<file path="config.mk">
export PLATFORM = sky130hd
export DESIGN_NAME = fma_writeback_buffer_flat
export DESIGN_NICKNAME = d
export VERILOG_FILES = /design/src/rtl/fma_writeback_buffer_if.sv /design/src/rtl/fma_writeback_buffer.sv /design/src/flat_wrapper.sv
export SDC_FILE = /design/constraint.sdc
export NUM_CORES = 1
export LEC_CHECK = 0
export ABC_AREA = 1
export CAP_MARGIN = 20
export CORE_MARGIN = 2
export CORE_UTILIZATION = 25
export CTS_BUF_LIST = sky130_fd_sc_hd__clkbuf_2 sky130_fd_sc_hd__clkbuf_4 sky130_fd_sc_hd__clkbuf_8
export DETAILED_ROUTE_END_ITERATION = 8
export PLACE_DENSITY = 0.48
export SYNTH_ARGS = -nofsm -noshare
export SYNTH_HDL_FRONTEND = slang
export SYNTH_SLANG_ARGS = --single-unit
</file>
<file path="constraint.sdc">
create_clock -name clk_in -period 3.1 [get_ports clk_in]
set_input_delay 0.775 -clock clk_in [delete_from_list [all_inputs] [get_ports clk_in]]
set_output_delay 0.775 -clock clk_in [all_outputs]
set_load 0.02 [all_outputs]
</file>
<file path="src/rtl/fma_writeback_buffer_if.sv">
// fma_writeback_buffer_if: FMA result capture side and data-cache beat side of the writeback buffer.
// Carries wb_mask_in only when FMA_WB_MASK_EN is defined.
interface fma_writeback_buffer_if #(
  parameter int FMA_COUNT = 2,
  parameter int WIDTH = 16
);
  localparam int IDX_W = FMA_COUNT > 1 ? $clog2(FMA_COUNT) : 1;
  logic [FMA_COUNT-1:0][WIDTH-1:0] c_in;
  logic c_valid_in;
  logic ready_out;
  logic [WIDTH-1:0] data_out;
  logic [IDX_W-1:0] index_out;
  logic data_valid_out;
  logic data_ready_in;
  logic overflow_out;
`ifdef FMA_WB_MASK_EN
  logic [FMA_COUNT-1:0] wb_mask_in;
  modport master (output c_in, c_valid_in, data_ready_in, wb_mask_in,
                  input ready_out, data_out, index_out, data_valid_out, overflow_out);
  modport slave (input c_in, c_valid_in, data_ready_in, wb_mask_in,
                 output ready_out, data_out, index_out, data_valid_out, overflow_out);
`else
  modport master (output c_in, c_valid_in, data_ready_in,
                  input ready_out, data_out, index_out, data_valid_out, overflow_out);
  modport slave (input c_in, c_valid_in, data_ready_in,
                 output ready_out, data_out, index_out, data_valid_out, overflow_out);
`endif
endinterface

</file>
<file path="src/rtl/fma_writeback_buffer.sv">
// fma_writeback_buffer: captures a parallel set of FMA results and drains it one lane per beat.
// Define FMA_WB_MASK_EN to emit only the lanes selected by wb_mask_in.
module fma_writeback_buffer #(
  parameter int FMA_COUNT = 2,
  parameter int WIDTH = 16
) (
  input logic clk_in,
  input logic rst_n_in,
  fma_writeback_buffer_if.slave bus
);
  localparam int IDX_W = FMA_COUNT > 1 ? $clog2(FMA_COUNT) : 1;
  typedef enum logic {IDLE, DRAIN} state_t;
  state_t state;
  logic [FMA_COUNT-1:0][WIDTH-1:0] lanes;
  logic [WIDTH-1:0] data;
  logic [IDX_W-1:0] idx, nxt, first;
  logic dv, ovf, last, ready, cap, drop;
  logic [FMA_COUNT-1:0] act, m_new;
`ifdef FMA_WB_MASK_EN
  logic [FMA_COUNT-1:0] mask_r;
  assign act = mask_r;
  assign m_new = bus.wb_mask_in;
`else
  assign act = '1;
  assign m_new = '1;
`endif
  // nxt is the lowest active lane above idx; none means idx is the last lane
  always_comb begin
    nxt = idx;
    last = 1'b1;
    first = '0;
    for (int i = FMA_COUNT - 1; i >= 0; i--) begin
      if (act[i] && i > int'(idx)) begin
        nxt = IDX_W'(i);
        last = 1'b0;
      end
      if (m_new[i]) first = IDX_W'(i);
    end
  end
  assign ready = state == IDLE || (last && bus.data_ready_in);
  assign cap = bus.c_valid_in && ready && |m_new;
  assign drop = bus.c_valid_in && !ready && |m_new;
  always_ff @(posedge clk_in or negedge rst_n_in) begin
    if (!rst_n_in) begin
      state <= IDLE;
      lanes <= '0;
      data <= '0;
      idx <= '0;
      dv <= 1'b0;
      ovf <= 1'b0;
`ifdef FMA_WB_MASK_EN
      mask_r <= '0;
`endif
    end else begin
      if (drop) ovf <= 1'b1;
      if (cap) begin
        lanes <= bus.c_in;
`ifdef FMA_WB_MASK_EN
        mask_r <= m_new;
`endif
        idx <= first;
        data <= bus.c_in[first];
        dv <= 1'b1;
        state <= DRAIN;
      end else if (state == DRAIN && bus.data_ready_in) begin
        if (last) begin
          dv <= 1'b0;
          state <= IDLE;
        end else begin
          idx <= nxt;
          data <= lanes[nxt];
        end
      end
    end
  end
  assign bus.ready_out = ready;
  assign bus.data_out = data;
  assign bus.index_out = idx;
  assign bus.data_valid_out = dv;
  assign bus.overflow_out = ovf;
endmodule

</file>
<file path="src/flat_wrapper.sv">
// flat-port wrapper written by rule: the top's interface ports become plain ports
module fma_writeback_buffer_flat 
#(
  parameter int FMA_COUNT = 2,
  parameter int WIDTH = 16
)
  (clk_in, rst_n_in, bus_c_in, bus_c_valid_in, bus_data_ready_in, bus_ready_out, bus_data_out, bus_index_out, bus_data_valid_out, bus_overflow_out);
  fma_writeback_buffer_if #(.FMA_COUNT(FMA_COUNT), .WIDTH(WIDTH)) bus_i ();
  input logic clk_in;
  input logic rst_n_in;
  input wire logic [$bits(bus_i.c_in)-1:0] bus_c_in;
  input wire logic [$bits(bus_i.c_valid_in)-1:0] bus_c_valid_in;
  input wire logic [$bits(bus_i.data_ready_in)-1:0] bus_data_ready_in;
  output wire logic [$bits(bus_i.ready_out)-1:0] bus_ready_out;
  output wire logic [$bits(bus_i.data_out)-1:0] bus_data_out;
  output wire logic [$bits(bus_i.index_out)-1:0] bus_index_out;
  output wire logic [$bits(bus_i.data_valid_out)-1:0] bus_data_valid_out;
  output wire logic [$bits(bus_i.overflow_out)-1:0] bus_overflow_out;
  assign bus_i.c_in = bus_c_in;
  assign bus_i.c_valid_in = bus_c_valid_in;
  assign bus_i.data_ready_in = bus_data_ready_in;
  assign bus_ready_out = bus_i.ready_out;
  assign bus_data_out = bus_i.data_out;
  assign bus_index_out = bus_i.index_out;
  assign bus_data_valid_out = bus_i.data_valid_out;
  assign bus_overflow_out = bus_i.overflow_out;
  fma_writeback_buffer #(.FMA_COUNT(FMA_COUNT), .WIDTH(WIDTH)) u_core (.clk_in(clk_in), .rst_n_in(rst_n_in), .bus(bus_i));
endmodule
</file>
# Word-level counts from Yosys, hierarchy flattened
# Cells that the tools add are included.
[word_totals]
reg_bits = 51
input_bits = 36
output_inout_bits = 20
wordCells = 33
[op_classes]
magnitude_cmp = 2
n_eq_ne = 1
n_mux = 13
bitwise_logic = 1
n_reduce_logical = 10
[ops]
columns = ["cell", "n"]
rows = [
  ["two-way mux 16 bit", 5],
  ["two-way mux 1 bit", 8],
  ["logical AND 1 bit", 4],
  ["AND reduction 2 bit", 2],
  ["nonzero test 2 bit", 2],
  ["less-than comparator 1 x 2 -> 1 bit (second input constant)", 1],
  ["inequality test 2 x 1 -> 1 bit (second input constant)", 1],
  ["> comparator 1 bit (first input constant)", 1],
  ["logical NOT 1 bit", 1],
  ["logical OR 1 bit", 1],
  ["NOT 1 bit", 1],
]

# Depth between registers and ports, before layout
# Gate-level depths: netlist of run 1.
[depth]
word_depth = 7
depth_mapped = 8
depth_no_buf = 7

# Worst setup path after synthesis of run 1
# Ideal clock, no wire load.
[synth_path]
path_kind = "input to output"
start = "in bus_data_ready_in"
end = "out bus_ready_out"
arrival_ns = 1.201
required_time_ns = 2.325
path_slack_ns = 1.124
path_stages = 3
path_buffers = 1
cell_sequence = "nand2_1 > nand2_4 > buf_2"
[synth_via]
elab_chain_len = 2
[synth_lines]
columns = ["element", "line_no", "rtl"]
rows = [
  ["start: declaration", "flat_wrapper.sv:13", "input wire logic [$bits(bus_i.data_ready_in)-1:0] bus_data_ready_in;"],
  ["logical AND 1 bit", "fma_writeback_buffer.sv:40", "assign ready = state == IDLE || (last && bus.data_ready_in);"],
  ["logical OR 1 bit", "fma_writeback_buffer.sv:40", ""],
  ["end: declaration", "flat_wrapper.sv:14", "output wire logic [$bits(bus_i.ready_out)-1:0] bus_ready_out;"],
]
# No other way between the ends.

# Final worst setup path of run 1
# Ends and elaborated chain as after synthesis.

==> reports/metrics.csv, run 1 <==
stage;metric;value;unit
floorplan;die_h;82.8;um
floorplan;start_util;0.261;
sta;finalSetupTns;0;ns
sta;fin_skew;0.00550;ns
sta;rsz0062_at_grt;false;
place;dp_cells;309;
synth;seq_area_frac_synth;0.564;
clock_network;cts.clk_slew.worst_paths;0.07;ns
grt;grt_pass1_wl;6530;um
detailed_routing;highest-signal-layer;met4;
grt;grt_pass1_vias;1297;
pwr;power_density;759;mW/mm2
critical_path;crit_path_end_kind;primary output;
critical_path;cp.required;2.32;ns
detailed_routing;route.met2.wl;1730;um
finish;fin_nets;277;
clock_network;clockRootBuffer;clkbuf_8;
clock_network;insertion_delay;0.28;ns
run;drv_cap;0;
detailed_routing;wl_met3;184;um
detailed_routing;ant_nets;0;
clock_network;cts.sinks;35;
sta;fmax;0.346;GHz
floorplan;die-area;0.00686;mm2
detailed_routing;route.vias.total;1328;
clock_network;holdBufCountCts;0;
floorplan;row_count;28;
finish;mostFrequentLayoutCells;100 x nand2_1, 54 x clkdlybuf4s50_1, 35 x dfrtp_1;
place;port_buffers;55;
detailed_routing;detail_route.vias_per_cell;4.19;
critical_path;crit_path_start;bus_data_ready_in;
grt;grt_use_total;0.119;
finish;finalNonFillerCells;317;
clock_network;h-tree-depth;2;
critical_path;reg2regPathDepth;7;
clock_network;cts_made_buffers;5;
clock_network;postCtsSetupBuffers;0;
critical_path;r2r-start;u_core.state;
finish;antenna_cells;0;
detailed_routing;met1_length;1880;um
floorplan;pin_count;56;
critical_path;path_class;primary input to primary output;
pwr;power.leakage;1.13;nW
detailed_routing;drt-initial-drc-count;62;
place;place_hpwl;2660;um
synth;syn-num-nets;222;
sta;setup_viol;0;
finish;area_growth;43.8;%
sta;hold_viol;0;
detailed_routing;drc_errors;0;
sta;period_minus_slack;2.89;ns
critical_path;worstPathMaxFanout;2;
critical_path;cp_data_arrival_time;2.11;ns
detailed_routing;dr.pass1.iters;4;
critical_path;start_kind;primary input;
floorplan;core_area;0.00596;mm2
synth;ys_ff_latch;35;
synth;synthDistinctLibCells;14;
place;globalplace.congestion;0.734;
grt;grt_max_degree;36;
critical_path;crit_end;bus_ready_out;
sta;tightest_slew;0.795;ns
finish;drive_above_1_share;0.0744;
detailed_routing;drt_wl_total;3870;um
pwr;ir_drop;0.271;mV
sta;drv_slew;0;
clock_network;cts_tree;done;
finish;layout_commonest_cell;nand2_1;
detailed_routing;wl_per_cell;12.2;um
synth;avgSynthCellArea;8.35;um2
clock_network;clockBufferDepth;2;
synth;synthCells;186;
clock_network;ctsResizeCount;0;
sta;min_period_over_period;0.931;
critical_path;timing.rr.end;u_core.bus.data_out[3];
synth;ys_warn_count;0;
grt;antenna_found_initial;0;
outcome;run_status;complete, no violations;
floorplan;die_x;82.8;um
grt;grt.overflow.total;0;
critical_path;ff2ff_setup_slack;1.58;ns
synth;syn-cell-area;0.00155;mm2
min_path;min_path_type;register to register;
sta;timing.slew.headroom;0.470;
registers in the layout, summed over array words and instances, names as in the netlist:
| signal | flops |
|---|---|
| u_core.bus.index_out | 1 |
| u_core.state | 1 |
| u_core.lanes | 16 |
| u_core.bus.overflow_out | 1 |
| u_core.bus.data_out | 16 |
synthesized netlist by cell type:
cell type  instances  share of area
nand2_1          100           0.24
inv_2              2         0.0048
o21ai_4            1          0.010
a21boi_0           1         0.0048
nand3_1           32           0.10
dfrtp_1           35           0.56
buf_4              4          0.019
nand2_4            2          0.015
buf_6              2          0.015
buf_2              2         0.0064
inv_4              1         0.0040
clkbuf_1           2         0.0048
o21bai_1           1         0.0048
inv_1              1         0.0024
worst min path at each step:
stage                     slack [ns]  depth (start not counted)        startpoint          endpoint
after floorplan                 0.44                          2  u_core.lanes[16]  u_core.lanes[16]
final                           0.47                          2  u_core.lanes[22]  u_core.lanes[22]
after global placement          0.45                          2  u_core.lanes[23]  u_core.lanes[23]
after global routing            0.50                          2  u_core.lanes[31]  u_core.lanes[31]
after detailed placement        0.46                          2  u_core.lanes[31]  u_core.lanes[31]
after CTS                       0.47                          2  u_core.lanes[31]  u_core.lanes[31]
kinds of logic (layout without fill, tap and decap cells):
group,count (synthesis),count (layout),synth area share
and+or+nand+nor,134,134,0.359
DFF,35,35,0.564
buffers and inverters,14,70,0.0564
AOI/OAI and AO/OA,3,3,0.0202
per-layer routing:
layer | up-vias | global-route usage
met2 | 30 | 0.176
li1 | 691 | -
met4 | 0 | 0.0492
met1 | 602 | 0.162
met5 | - | 0
met3 | 5 | 0.0378
worst max-delay path, cell delays in order:
cell and delay, ns:
clkdlybuf4s50_1 0.53, nand2_1 0.11, nand2_4 0.08, clkdlybuf4s50_1 0.61
power breakdown:
part / internal, mW / switching, mW / total [mW] / leakage [nW]
clock: 0.175 / 0.154 / 0.329 / 0.0491
sequential: 0.617 / 0.0706 / 0.688 / 0.431
combinational: 0.299 / 0.380 / 0.679 / 0.651
metrics by stage:
step	hold WS (ns)	utilization	power [mW]	area, um2	setup WS [ns]
finish	0.467	0.375	1.70	2230	0.213
global route	0.496	0.375	1.83	2230	0.149
CTS	0.473	0.375	1.73	2230	0.197
detailed placement	0.456	0.360	1.39	2140	0.211
global placement	0.451	0.360	1.38	2140	0.204
floorplan	0.437	-	1.08	1550	1.12
layout make-up:
| class | count | area, um2 |
|---|---|---|
| clock buffers | 7 | 83.8 |
| repair buffers | 58 | 568 |
| inverters | 4 | 17.5 |
| clock inverters | 1 | 5.00 |
| flip-flops and latches | 35 | 876 |
| multi-input cells | 137 | 589 |
| well taps | 75 | 93.8 |
| fillers | 666 | 3720 |
Note: power is estimated with default switching activity, not from simulation.
==> run 2, diff against run 1 <==
- CORE_UTILIZATION: 25 -> 49
- PLACE_DENSITY: 0.48 -> 0.85
==> run 2 against run 1 <==
Compared with the run above: worst setup slack better by 0.027 ns; die area shrank 47%; sequential cell count stayed put; critical path depth is the same; combinational power hardly changed; wire length shrank 12%; largest cell class unchanged; sequential power is essentially flat; cell area decreased by 2.1%; via count grew 5.8%; count of clock-buffer cells in the layout rose by 1; clock skew is essentially flat; largest power group unchanged; total power shrank 2.3%.
==> reports/metrics.csv, run 2 (same netlist as run 1, synthesis figures left out) <==
stage;metric;value;unit;change
floorplan;start_util;0.513;;was 0.261
finish;fill_cells;237;;was 666
detailed_routing;route.vias.total;1405;;was 1328
critical_path;cp.depth;4;;unchanged
floorplan;die-area;0.00363;mm2;was 0.00686 mm2
critical_path;critical_path.cell_chain;clkdlybuf4s50_1 > nand2_1 > nand2_4 > clkdlybuf4s50_1;;unchanged
clock_network;clockRootBuffer;clkbuf_4;;was clkbuf_8
place;globalplace.congestion;0.791;;was 0.734
finish;area_growth;40.8;%;was 43.8%
sta;timing.slew.headroom;0.506;;was 0.470
sta;fin_skew;0.00564;ns;was 0.00550 ns
grt;grt.overflow.total;0;;unchanged
sta;period_minus_slack;2.86;ns;was 2.89 ns
clock_network;ctsResizeCount;0;;unchanged
min_path;whs_endpoint;u_core.lanes[29];;was u_core.lanes[22]
detailed_routing;drc_errors;0;;unchanged
sta;rsz0062_at_grt;false;;unchanged
critical_path;path_class;primary input to primary output;;unchanged
critical_path;path_buf_inv;2;;unchanged
clock_network;cts.clk_slew.worst_paths;0.10;ns;was 0.07 ns
critical_path;crit_slowest_cell;clkdlybuf4s50_1;;unchanged
pwr;power_density;758;mW/mm2;was 759 mW/mm2
clock_network;cts_made_buffers;5;;unchanged
sta;min_period_over_period;0.922;;was 0.931
floorplan;core_area;0.00303;mm2;was 0.00596 mm2
sta;finalSetupTns;0;ns;unchanged
clock_network;cts.sinks;35;;unchanged
sta;drv_slew;0;;unchanged
finish;layout_commonest_cell;nand2_1;;unchanged
detailed_routing;drt_wl_total;3410;um;was 3870 um
grt;grt_use_total;0.219;;was 0.119
floorplan;die_x;60.3;um;was 82.8 um
sta;tightest_slew;0.741;ns;was 0.795 ns
run;drv_cap;0;;unchanged
detailed_routing;detail_route.vias_per_cell;4.90;;was 4.19
clock_network;insertion_delay;0.33;ns;was 0.28 ns
critical_path;worstPathMaxFanout;2;;unchanged
finish;fin_nets;278;;was 277
critical_path;ff2ff_setup_slack;1.57;ns;was 1.58 ns
critical_path;start_kind;primary input;;unchanged
grt;antenna_found_initial;0;;unchanged
clock_network;cts_tree;done;;unchanged
detailed_routing;dr.pass1.iters;4;;unchanged
critical_path;cp.required;2.32;ns;about the same
place;place_hpwl;2320;um;was 2660 um
clock_network;clockBufferDepth;2;;unchanged
finish;finalNonFillerCells;287;;was 317
finish;final_util;0.722;;was 0.375
grt;grt_pass1_vias;1326;;was 1297
critical_path;crit_family;buffers and inverters;;unchanged
sta;fmax;0.350;GHz;was 0.346 GHz
finish;mostFrequentLayoutCells;100 x nand2_1, 54 x clkdlybuf4s50_1, 35 x dfrtp_1;;unchanged
finish;drive_above_1_share;0.0782;;was 0.0744
detailed_routing;ant_nets;0;;unchanged
critical_path;reg2regPathDepth;7;;unchanged
min_path;hold_path_depth;2;;unchanged
pwr;power.leakage;1.13;nW;about the same
critical_path;timing.rr.end;u_core.bus.data_out[6];;was u_core.bus.data_out[3]
place;dp_cells;279;;was 309
sta;setup_viol;0;;unchanged
finish;antenna_cells;0;;unchanged
critical_path;r2r-start;u_core.state;;unchanged
clock_network;postCtsSetupBuffers;0;;unchanged
clock_network;h-tree-depth;2;;unchanged
sta;hold_viol;0;;unchanged
floorplan;die_h;60.3;um;was 82.8 um
min_path;hp-start;u_core.lanes[29];;was u_core.lanes[22]
critical_path;cp_data_arrival_time;2.08;ns;was 2.11 ns
critical_path;crit_path_end_kind;primary output;;unchanged
critical_path;worst_path_largest_cell_delay;0.60;ns;was 0.61 ns
floorplan;row_count;20;;was 28
clock_network;holdBufCountCts;0;;unchanged
min_path;min_path_type;register to register;;unchanged
place;port_buffers;55;;unchanged
grt;grt_max_degree;36;;unchanged
detailed_routing;drt-initial-drc-count;49;;was 62
critical_path;critPathMostFrequentCell;clkdlybuf4s50_1;;unchanged
outcome;run_status;complete, no violations;;unchanged
floorplan;pin_count;56;;unchanged
grt;grt_pass1_wl;5680;um;was 6530 um
detailed_routing;wl_per_cell;11.9;um;was 12.2 um
pwr;ir_drop;0.400;mV;was 0.271 mV
==> run 2: cell types whose count changed in the layout (fill, tap and decap cells not counted) <==
cell,delta
clkbuf_4,+4
clkbuf_8,-3
buf_4,+1
clkinv_2,-1
==> run 2: final cells by class <==
type | count | area (um2) | share of cell area
clock buffer | 8 | 72.6 | 0.0332
inverter | 4 | 17.5 | 0.00801
sequential | 35 | 876 | 0.401
tap | 44 | 55.1 | 0.0252
multi-input combinational | 137 | 589 | 0.270
timing repair buffer | 59 | 576 | 0.263
==> run 2: routing by layer <==
| metal | up-vias | global-route usage | wire (um) |
|---|---|---|---|
| met1 | 652 | 0.252 | 1440 |
| met3 | 7 | 0.0671 | 185 |
| met4 | 0 | 0.105 | 68 |
| met5 | - | 0 | 0 |
| met2 | 47 | 0.370 | 1720 |
| li1 | 699 | - | - |
==> run 2: worst min-delay path, stage by stage, from the launching register on <==
cell	delay [ns]
dfrtp_1	0.33
nand2_1	0.06
nand2_1	0.05
==> run 2: how the worst max path moves through the flow <==
stage                                 start            end  slack (ns)
after floorplan           bus_data_ready_in  bus_ready_out        1.12
after global placement    bus_data_ready_in  bus_ready_out        0.24
after detailed placement  bus_data_ready_in  bus_ready_out        0.23
after CTS                 bus_data_ready_in  bus_ready_out        0.23
after global routing      bus_data_ready_in  bus_ready_out        0.21
final                     bus_data_ready_in  bus_ready_out        0.24
==> run 2: report_power, final <==
group          leakage [nW]  switching (mW)  internal [mW]  total, mW
sequential            0.431          0.0705          0.616      0.686
combinational         0.656           0.379          0.302      0.682
clock                0.0420           0.146          0.142      0.288
==> run 2: stage by stage <==
stage	hold WS (ns)	area [um2]	setup WS, ns	power (mW)
2_1_floorplan	0.437	1550	1.12	1.08
3_3_place_gp	0.451	2110	0.245	1.36
3_5_place_dp	0.453	2110	0.229	1.38
4_1_cts	0.478	2190	0.235	1.67
5_1_grt	0.507	2190	0.207	1.78
6_report	0.476	2190	0.240	1.66
==> run 3, diff against run 2 <==
- CORE_UTILIZATION: 49 -> 46
- PLACE_DENSITY: 0.85 -> 0.8
- clock period: 3.1 -> 3 ns (I/O delays scaled with it)
==> run 3 against run 2 <==
Compared with the run above: count of clock-buffer cells in the layout down 2; wire length up 3.1%; critical path depth unchanged; clock skew up 0.0062 ns; highest routed layer unchanged; sequential power up 3.1%; sequential cell count unchanged; hold slack better by 0.0024 ns; die area up 6.1%.
==> reports/metrics.csv, run 3 (same netlist as run 1, synthesis figures left out) <==
stage;metric;value;unit;change
grt;antenna_found_initial;0;;unchanged
floorplan;start_util;0.473;;was 0.513
sta;tightest_slew;0.567;ns;was 0.741 ns
min_path;hp-start;u_core.lanes[22];;was u_core.lanes[29]
grt;grt_max_degree;36;;unchanged
grt;grt_pass1_vias;1282;;was 1326
floorplan;die_h;62.1;um;was 60.3 um
detailed_routing;ant_nets;0;;unchanged
min_path;whs_endpoint;u_core.lanes[22];;was u_core.lanes[29]
sta;rsz0062_at_grt;false;;unchanged
detailed_routing;met1_length;1530;um;was 1440 um
critical_path;worst_path_largest_cell_delay;0.60;ns;about the same
clock_network;holdBufCountCts;0;;unchanged
detailed_routing;drt-initial-drc-count;39;;was 49
critical_path;path_class;primary input to primary output;;unchanged
sta;timing.slew.headroom;0.620;;was 0.506
clock_network;clockBufferDepth;2;;unchanged
finish;finalNonFillerCells;289;;was 287
detailed_routing;drc_errors;0;;unchanged
finish;fin_nets;278;;unchanged
critical_path;crit_family;buffers and inverters;;unchanged
clock_network;insertion_delay;0.33;ns;about the same
critical_path;path_buf_inv;2;;unchanged
detailed_routing;highest-signal-layer;met4;;unchanged
pwr;p_total;1.76;mW;was 1.66 mW
critical_path;critical_path.cell_chain;clkdlybuf4s50_1 > nand2_1 > nand2_4 > clkdlybuf4s50_1;;unchanged
run;drv_cap;0;;unchanged
critical_path;cp_data_arrival_time;2.06;ns;was 2.08 ns
clock_network;cts.sinks;35;;unchanged
detailed_routing;route.met2.wl;1770;um;was 1720 um
sta;fin_skew;0.0118;ns;was 0.00564 ns
detailed_routing;dr.pass1.iters;4;;unchanged
critical_path;reg2regPathDepth;7;;unchanged
clock_network;cts.clk_slew.worst_paths;0.09;ns;was 0.10 ns
floorplan;die-area;0.00386;mm2;was 0.00363 mm2
clock_network;clockRootBuffer;clkbuf_4;;unchanged
place;port_buffers;55;;unchanged
finish;regArea;876;um2;unchanged
min_path;min_path_type;register to register;;unchanged
place;globalplace.congestion;0.779;;was 0.791
grt;grt_pass1_wl;5910;um;was 5680 um
finish;layout_commonest_cell;nand2_1;;unchanged
pwr;power_density;799;mW/mm2;was 758 mW/mm2
finish;mostFrequentLayoutCells;100 x nand2_1, 55 x clkdlybuf4s50_1, 35 x dfrtp_1;;was 100 x nand2_1, 54 x clkdlybuf4s50_1, 35 x dfrtp_1
floorplan;core_area;0.00328;mm2;was 0.00303 mm2
place;dp_cells;281;;was 279
grt;grt_use_total;0.198;;was 0.219
finish;drive_above_1_share;0.0741;;was 0.0782
clock_network;postCtsSetupBuffers;0;;unchanged
outcome;run_status;complete, no violations;;unchanged
critical_path;crit_path_end_kind;primary output;;unchanged
detailed_routing;wl_met3;152;um;was 185 um
detailed_routing;wl_per_cell;12.2;um;was 11.9 um
critical_path;cp.depth;4;;unchanged
finish;area_growth;42.1;%;was 40.8%
sta;drv_slew;0;;unchanged
sta;period_minus_slack;2.81;ns;
critical_path;r2r-start;u_core.state;;unchanged
clock_network;cts_tree;done;;unchanged
finish;design_area;0.00221;mm2;was 0.00219 mm2
detailed_routing;detail_route.vias_per_cell;4.68;;was 4.90
critical_path;timing.rr.end;u_core.bus.data_out[12];;was u_core.bus.data_out[6]
critical_path;crit_slowest_cell;clkdlybuf4s50_1;;unchanged
critical_path;start_kind;primary input;;unchanged
sta;setup_viol;0;;unchanged
critical_path;cp.required;2.25;ns;was 2.32 ns
floorplan;pin_count;56;;unchanged
finish;multiInputGateArea;589;um2;unchanged
sta;fmax;0.356;GHz;
sta;finalSetupTns;0;ns;unchanged
critical_path;critPathMostFrequentCell;clkdlybuf4s50_1;;unchanged
pwr;power.leakage;1.13;nW;about the same
finish;antenna_cells;0;;unchanged
min_path;hold_path_depth;2;;unchanged
floorplan;die_x;62.1;um;was 60.3 um
critical_path;ff2ff_setup_slack;1.49;ns;was 1.57 ns
floorplan;row_count;21;;was 20
sta;hold_viol;0;;unchanged
place;place_area;0.00212;mm2;was 0.00211 mm2
place;place_hpwl;2470;um;was 2320 um
clock_network;cts_made_buffers;5;;unchanged
detailed_routing;drt_wl_total;3520;um;was 3410 um
clock_network;ctsResizeCount;0;;unchanged
clock_network;h-tree-depth;2;;unchanged
detailed_routing;route.vias.total;1352;;was 1405
pwr;ir_drop;0.403;mV;was 0.400 mV
finish;fill_cells;287;;was 237
grt;grt.overflow.total;0;;unchanged
critical_path;worstPathMaxFanout;2;;unchanged
sta;min_period_over_period;0.937;;
-- run 3: cell types whose count changed in the layout (fill, tap and decap cells not counted), sizes merged --
cell and delta:
clkbuf -2, clkdlybuf4s50 +1, bufinv +1, buf -1, clkinv +1
-- run 3: stage by stage --
step	utilization	worst slack, ns	hold WS (ns)
4_1_cts	0.672	0.182	0.478
3_5_place_dp	0.646	0.191	0.456
3_3_place_gp	0.646	0.193	0.450
5_1_grt	0.672	0.162	0.491
2_1_floorplan	-	1.07	0.437
6_report	0.672	0.188	0.478
-- run 3: cell type report --
type | instances | area share
timing repair buffer | 59 | 0.263
tap | 46 | 0.0261
clock buffer | 6 | 0.0232
multi-input combinational | 137 | 0.267
sequential | 35 | 0.397
inverter | 4 | 0.00794
clock inverter | 2 | 0.0159
-- run 3: power breakdown --
part | internal [mW] | total (mW) | switching, mW
registers | 0.636 | 0.707 | 0.0710
clock network | 0.197 | 0.348 | 0.152
logic | 0.311 | 0.708 | 0.397
-- run 3: how the worst max path moves through the flow --
stage                                  from             to
after floorplan           bus_data_ready_in  bus_ready_out
after global placement    bus_data_ready_in  bus_ready_out
after detailed placement  bus_data_ready_in  bus_ready_out
after CTS                 bus_data_ready_in  bus_ready_out
after global routing      bus_data_ready_in  bus_ready_out
final                     bus_data_ready_in  bus_ready_out
-- run 3: layer usage --
layer  track usage  vias to the layer above
li1              -                      699
met1         0.246                      613
met2         0.332                       34
met3        0.0580                        6
met4        0.0667                        0
met5             0                        -
-- run 3: tightest hold or removal path, delay by kind of cell (launching register included) --
kind             cells  cell delay, ns
flip-flops           1            0.33
AND/OR/NAND/NOR      2            0.12
